**src/rtl/ghostbus_host_arb_pkg.sv**
```systemverilog
// Shared types and elaboration helpers for the ghostbus host arbiter.
package ghostbus_host_arb_pkg;

   typedef enum logic [1:0] {
      StIdle  = 2'd0,
      StIssue = 2'd1,
      StWait  = 2'd2
   } state_e;

   localparam int unsigned RlatMin = 1;
   localparam int unsigned RlatMax = 4;
   localparam int unsigned NreqMin = 2;
   localparam int unsigned NreqMax = 8;

   function automatic bit rlat_ok(input int unsigned rlat);
      return (rlat >= RlatMin) && (rlat <= RlatMax);
   endfunction

   function automatic bit nreq_ok(input int unsigned nreq);
      return (nreq >= NreqMin) && (nreq <= NreqMax);
   endfunction

endpackage

```
**src/rtl/ghostbus_host_arb_rr_pick.sv**
```systemverilog
// Combinational round-robin picker: first set request strictly after ptr_i, wrapping.
module ghostbus_host_arb_rr_pick #(
   parameter int unsigned N  = 2,
   parameter int unsigned IW = (N > 1) ? $clog2(N) : 1
) (
   input  logic [N-1:0]  req_i,
   input  logic [IW-1:0] ptr_i,
   output logic [N-1:0]  gnt_o,
   output logic [IW-1:0] idx_o,
   output logic          any_o
);

   logic [31:0]   cand;
   logic [IW-1:0] cand_idx;
   logic          found;

   always_comb begin
      gnt_o    = '0;
      idx_o    = '0;
      found    = 1'b0;
      cand     = '0;
      cand_idx = '0;
      for (int unsigned k = 1; k <= N; k++) begin
         cand     = (32'(ptr_i) + k) % N;
         cand_idx = IW'(cand);
         if (!found && req_i[cand_idx]) begin
            found           = 1'b1;
            gnt_o[cand_idx] = 1'b1;
            idx_o           = cand_idx;
         end
      end
   end

   assign any_o = |req_i;

endmodule

```
**src/rtl/ghostbus_host_arb.sv**
```systemverilog
// Round-robin arbiter sharing one ghostbus host port between NREQ single-beat requesters.
module ghostbus_host_arb
   import ghostbus_host_arb_pkg::*;
#(
   parameter int unsigned AW   = 24,
   parameter int unsigned DW   = 32,
   parameter int unsigned NREQ = 2,
   parameter int unsigned RLAT = 1
) (
   input  logic               clk_i,
   input  logic               rst_i,
   input  logic [NREQ-1:0]    req_valid_i,
   output logic [NREQ-1:0]    req_ready_o,
   input  logic [NREQ-1:0]    req_we_i,
   input  logic [NREQ*AW-1:0] req_addr_i,
   input  logic [NREQ*DW-1:0] req_wdata_i,
   output logic [NREQ-1:0]    rsp_valid_o,
   output logic [DW-1:0]      rsp_rdata_o,
   output logic [AW-1:0]      gb_addr_o,
   output logic [DW-1:0]      gb_wdata_o,
   output logic               gb_we_o,
   output logic               gb_re_o,
   input  logic [DW-1:0]      gb_rdata_i,
   output logic               busy_o
);

   localparam int unsigned IW = (NREQ > 1) ? $clog2(NREQ) : 1;

   if (!rlat_ok(RLAT)) begin : gen_rlat_check
      $error("ghostbus_host_arb: RLAT must be within 1..4");
   end
   if (!nreq_ok(NREQ)) begin : gen_nreq_check
      $error("ghostbus_host_arb: NREQ must be within 2..8");
   end

   state_e        state_q, state_d;
   logic [IW-1:0] ptr_q, ptr_d;
   logic          we_q, we_d;
   logic [AW-1:0] addr_q, addr_d;
   logic [DW-1:0] wdata_q, wdata_d;
   logic [2:0]    cnt_q, cnt_d;
   logic [DW-1:0] rdata_q, rdata_d;
   logic [NREQ-1:0] rsp_valid_q, rsp_valid_d;

   logic [NREQ-1:0] pick_gnt;
   logic [IW-1:0]   pick_idx;
   logic            pick_any;
   logic            sel_we;
   logic [AW-1:0]   sel_addr;
   logic [DW-1:0]   sel_wdata;

   ghostbus_host_arb_rr_pick #(
      .N  (NREQ),
      .IW (IW)
   ) u_rr_pick (
      .req_i (req_valid_i),
      .ptr_i (ptr_q),
      .gnt_o (pick_gnt),
      .idx_o (pick_idx),
      .any_o (pick_any)
   );

   // One-hot mux of the winning requester's command fields.
   always_comb begin
      sel_we    = 1'b0;
      sel_addr  = '0;
      sel_wdata = '0;
      for (int i = 0; i < NREQ; i++) begin
         if (pick_gnt[i]) begin
            sel_we    = req_we_i[i];
            sel_addr  = req_addr_i[i*AW +: AW];
            sel_wdata = req_wdata_i[i*DW +: DW];
         end
      end
   end

   always_comb begin
      state_d     = state_q;
      ptr_d       = ptr_q;
      we_d        = we_q;
      addr_d      = addr_q;
      wdata_d     = wdata_q;
      cnt_d       = cnt_q;
      rdata_d     = rdata_q;
      rsp_valid_d = '0;
      unique case (state_q)
         StIdle: begin
            if (pick_any) begin
               ptr_d   = pick_idx;
               we_d    = sel_we;
               addr_d  = sel_addr;
               wdata_d = sel_wdata;
               state_d = StIssue;
            end
         end
         StIssue: begin
            if (we_q) begin
               rsp_valid_d = NREQ'(1) << ptr_q;
               state_d     = StIdle;
            end else begin
               cnt_d   = 3'(RLAT);
               state_d = StWait;
            end
         end
         StWait: begin
            if (cnt_q == 3'd1) begin
               rdata_d     = gb_rdata_i;
               rsp_valid_d = NREQ'(1) << ptr_q;
               state_d     = StIdle;
            end else begin
               cnt_d = cnt_q - 3'd1;
            end
         end
         default: state_d = StIdle;
      endcase
   end

   always_ff @(posedge clk_i or posedge rst_i) begin
      if (rst_i) begin
         state_q     <= StIdle;
         ptr_q       <= IW'(NREQ - 1);
         we_q        <= 1'b0;
         addr_q      <= '0;
         wdata_q     <= '0;
         cnt_q       <= '0;
         rdata_q     <= '0;
         rsp_valid_q <= '0;
      end else begin
         state_q     <= state_d;
         ptr_q       <= ptr_d;
         we_q        <= we_d;
         addr_q      <= addr_d;
         wdata_q     <= wdata_d;
         cnt_q       <= cnt_d;
         rdata_q     <= rdata_d;
         rsp_valid_q <= rsp_valid_d;
      end
   end

   // Ready is combinational from the picker, so it must be masked while reset is held.
   assign req_ready_o = (state_q == StIdle && !rst_i) ? pick_gnt : '0;
   assign gb_we_o     = (state_q == StIssue) && we_q;
   assign gb_re_o     = (state_q == StIssue) && !we_q;
   assign gb_addr_o   = addr_q;
   assign gb_wdata_o  = wdata_q;
   assign rsp_valid_o = rsp_valid_q;
   assign rsp_rdata_o = rdata_q;
   assign busy_o      = (state_q != StIdle);

endmodule

```
**config.mk**
```make
export PLATFORM = sky130hd
export DESIGN_NAME = ghostbus_host_arb
export DESIGN_NICKNAME = d
export VERILOG_FILES = /design/src/rtl/ghostbus_host_arb_pkg.sv /design/src/rtl/ghostbus_host_arb_rr_pick.sv /design/src/rtl/ghostbus_host_arb.sv
export SDC_FILE = /design/constraint.sdc
export NUM_CORES = 1
export LEC_CHECK = 0
export ABC_AREA = 1
export CORE_ASPECT_RATIO = 0.6
export CORE_MARGIN = 1.5
export CORE_UTILIZATION = 43
export CTS_CLUSTER_DIAMETER = 200
export CTS_CLUSTER_SIZE = 28
export DETAILED_ROUTE_END_ITERATION = 7
export PLACE_DENSITY = 0.83
export SYNTH_ARGS = -nofsm -noshare
export SYNTH_HDL_FRONTEND = slang
export SYNTH_SLANG_ARGS = --single-unit
```
**constraint.sdc**
```tcl
create_clock -name clk_i -period 6.4 [get_ports clk_i]
set_clock_uncertainty 0.1 [all_clocks]
set_input_delay 1.28 -clock clk_i [delete_from_list [all_inputs] [get_ports clk_i]]
set_output_delay 1.28 -clock clk_i [all_outputs]
set_load 0.005 [all_outputs]
```
==> flow_metrics.py <==
metrics = {
    "status": {
        "outcome": "completed",
    },
    "yosys": {
        "ys_warn_count": 0,
        "synthArstFlopShare": 1.00,
        "synth-main-ff-cell": "dfrtp_1",
        "yosys-top-cells-count": "nand2_1 (333), dfrtp_1 (96), nand3_1 (64)",
        "synth_cells": 631,
        "post_synth_num_cell_types": 18,
        "yosys_register_bits": 97,
        "synth_top_cell_area_share": 0.511,
        "synthesis.area_mm2": 0.00470,
        "yosysMostFrequentCell": "nand2_1",
        "yosysSeqAreaShare": 0.517,
        "synthTopCellsByArea": "dfrtp_1 (51%), nand2_1 (27%), nand3_1 (6.8%)",
        "syn_area_per_cell_um2": 7.45,
        "synth_edf_count": 0,
        "yosys.area.top_type": "dfrtp_1",
        "syn_nets": 787,
    },
    "layout": {
        "finalNetCount": 1009,
        "post-route-cell-area_mm2": 0.00749,
        "drive_gt1_frac": 0.0361,
        "syn_to_final_growth_pct": 59.4,
        "antenna_cells": 0,
    },
    "floorplan": {
        "initial_core_util": 0.444,
        "fp.dieH_um": 84.0,
        "core_mm2": 0.0106,
        "std_cell_rows": 29,
        "die_area_mm2": 0.0116,
        "ios": 245,
        "die_w_um": 138,
    },
    "sta": {
        "setup_viol": 0,
        "slew_headroom": 0.308,
        "fin_crit_sh": 0.646,
        "tightest_slew_ns": 1.04,
        "fin_setup_tns_ns": 0,
        "clock.fmax_mhz": 242,
        "rsz0062_at_grt": "no",
        "whs_ns": 0.380,
        "report.final.slew_viol_count": 0,
        "hold_violations": 0,
        "min_period_ns": 4.13,
    },
    "critical_path": {
        "required_ns": 5.02,
        "critPathKind": "primary input to output pin",
        "start_kind": "primary input",
        "cp-end-kind": "output pin",
        "path_max_fanout": 29,
        "critPathArrivalTime_ns": 2.75,
    },
    "clocking": {
        "root_buffer": "clkbuf_16",
        "clockBufferDepth": 2,
        "cts_buffers": 9,
        "cts_sinks": 97,
        "postCtsHoldBufs": 0,
        "clk_latency_ns": 0.34,
        "postCtsSetupBuffers": 0,
        "cts_tree": "built",
        "post_cts_resized": 0,
        "path_clk_slew_ns": 0.06,
        "cts-htree-levels": 3,
    },
    "routing": {
        "drt-pass1-iter-count": 4,
        "viasPerCell": 4.84,
        "route.detailed.drc": 0,
        "ant_nets": 0,
        "initialDrtViolationCount": 189,
        "finalWirelength_mm": 14.0,
        "num_vias": 4822,
        "routedWlPerCell_um": 14.0,
    },
    "place": {
        "hpwl_mm": 10.2,
        "place.gp.congestion": 0.812,
        "placed_cell_area_mm2": 0.00716,
        "port-buffer-count": 244,
    },
    "hold_path": {
        "hp-class": "register to register",
    },
    "power": {
        "p_leak_uw": 0.00380,
        "vdd_drop_max_mv": 0.217,
        "p_per_area_mw_per_mm2": 400,
    },
    "global_routing": {
        "antenna_found_initial": 0,
        "gr-usage-all-layers": 0.237,
        "grt_max_degree": 71,
        "grt_pass1_wl_mm": 21.3,
        "grt_pass1_vias": 4466,
        "grt_overflow": 0,
    },
    "flow_run": {
        "max-cap-violations": 0,
    },
}
## cell type report
type                            instances  area (um^2)
Fill cell                             780         3100
Multi-Input combinational cell        448         1900
Tap cell                              139          174
Clock inverter                          4         75.1
Sequential cell                        97         2430
Timing Repair Buffer                  249         2470
Inverter                               48          183
Clock buffer                           12          256
## layout by cell type (no fill, tap or decap)
master / Yosys / final
a21oi_4: 1 / 2
and3_1: 1 / 1
buf_2: 18 / 1
buf_4: 7 / 5
bufinv_16: 0 / 2
clkbuf_1: 9 / 1
clkbuf_16: 0 / 9
clkbuf_8: 0 / 2
clkdlybuf4s50_1: 0 / 243
clkinvlp_4: 0 / 2
dfrtp_1: 96 / 96
dfstp_2: 1 / 1
ha_1: 6 / 6
inv_1: 45 / 44
inv_2: 3 / 3
inv_4: 0 / 1
nand2_1: 333 / 332
nand2_2: 0 / 1
nand3_1: 64 / 63
nand3_2: 0 / 1
nor2_1: 3 / 3
o21ai_0: 38 / 38
or2_2: 1 / 1
## critical path, cell delays in order
cell	delay [ns]
clkdlybuf4s50_1	0.47
inv_4	0.30
and3_1	0.21
clkdlybuf4s50_1	0.50
## kinds of logic (layout without fill, tap and decap cells)
group / count (synthesis) / after routing / synth area share
AOI/OAI and AO/OA: 40 / 40 / 0.0458
buffers and inverters: 86 / 313 / 0.0823
and+or+nand+nor: 402 / 402 / 0.339
DFF: 97 / 97 / 0.517
adders and majority gates: 6 / 6 / 0.0160
## per-layer routing
metal,track usage,wire (um)
met5,0,0
met4,0.0559,182
met3,0.0771,1270
met2,0.417,6900
met1,0.281,5610
## metrics by stage
step,util,cells,power (uW),setup slack (ns)
floorplan,-,631,1650,1.36
finish,0.707,997,3000,2.27
global route,0.707,997,3210,2.17
CTS,0.707,997,3030,2.24
global placement,0.676,981,2370,2.25
detailed placement,0.676,981,2430,2.23
## final timing paths
check / from / end / slack [ns] / cells past startpoint
worst max-delay path: rst_i / req_ready_o[1] / 2.27 / 4
worst min-delay path: gb_wdata_o[1] / gb_wdata_o[1] / 0.38 / 2
worst max register to register: state_q[0] / cnt_q[0] / 3.97 / 5
worst min register to register: gb_wdata_o[1] / gb_wdata_o[1] / 0.38 / 2
max in group asynchronous: rst_i / gb_wdata_o[21] / 3.79 / 3
min in group asynchronous: rst_i / gb_wdata_o[11] / 1.21 / 2
## flip-flops by register name, summed over array words and instances (netlist names)
signal and flops:
gb_wdata_o 32, rsp_rdata_o 32, gb_addr_o 24, cnt_q 3
rsp_valid_o 2, state_q 2, ptr_q 1, we_q 1
## power breakdown
part           internal, uW  switching (uW)  leakage [uW]  total, uW
Clock                   364             220      0.000155        584
Sequential              893             157       0.00122       1050
Combinational           720             645       0.00242       1370
Note: power is estimated with default switching activity, not from simulation.
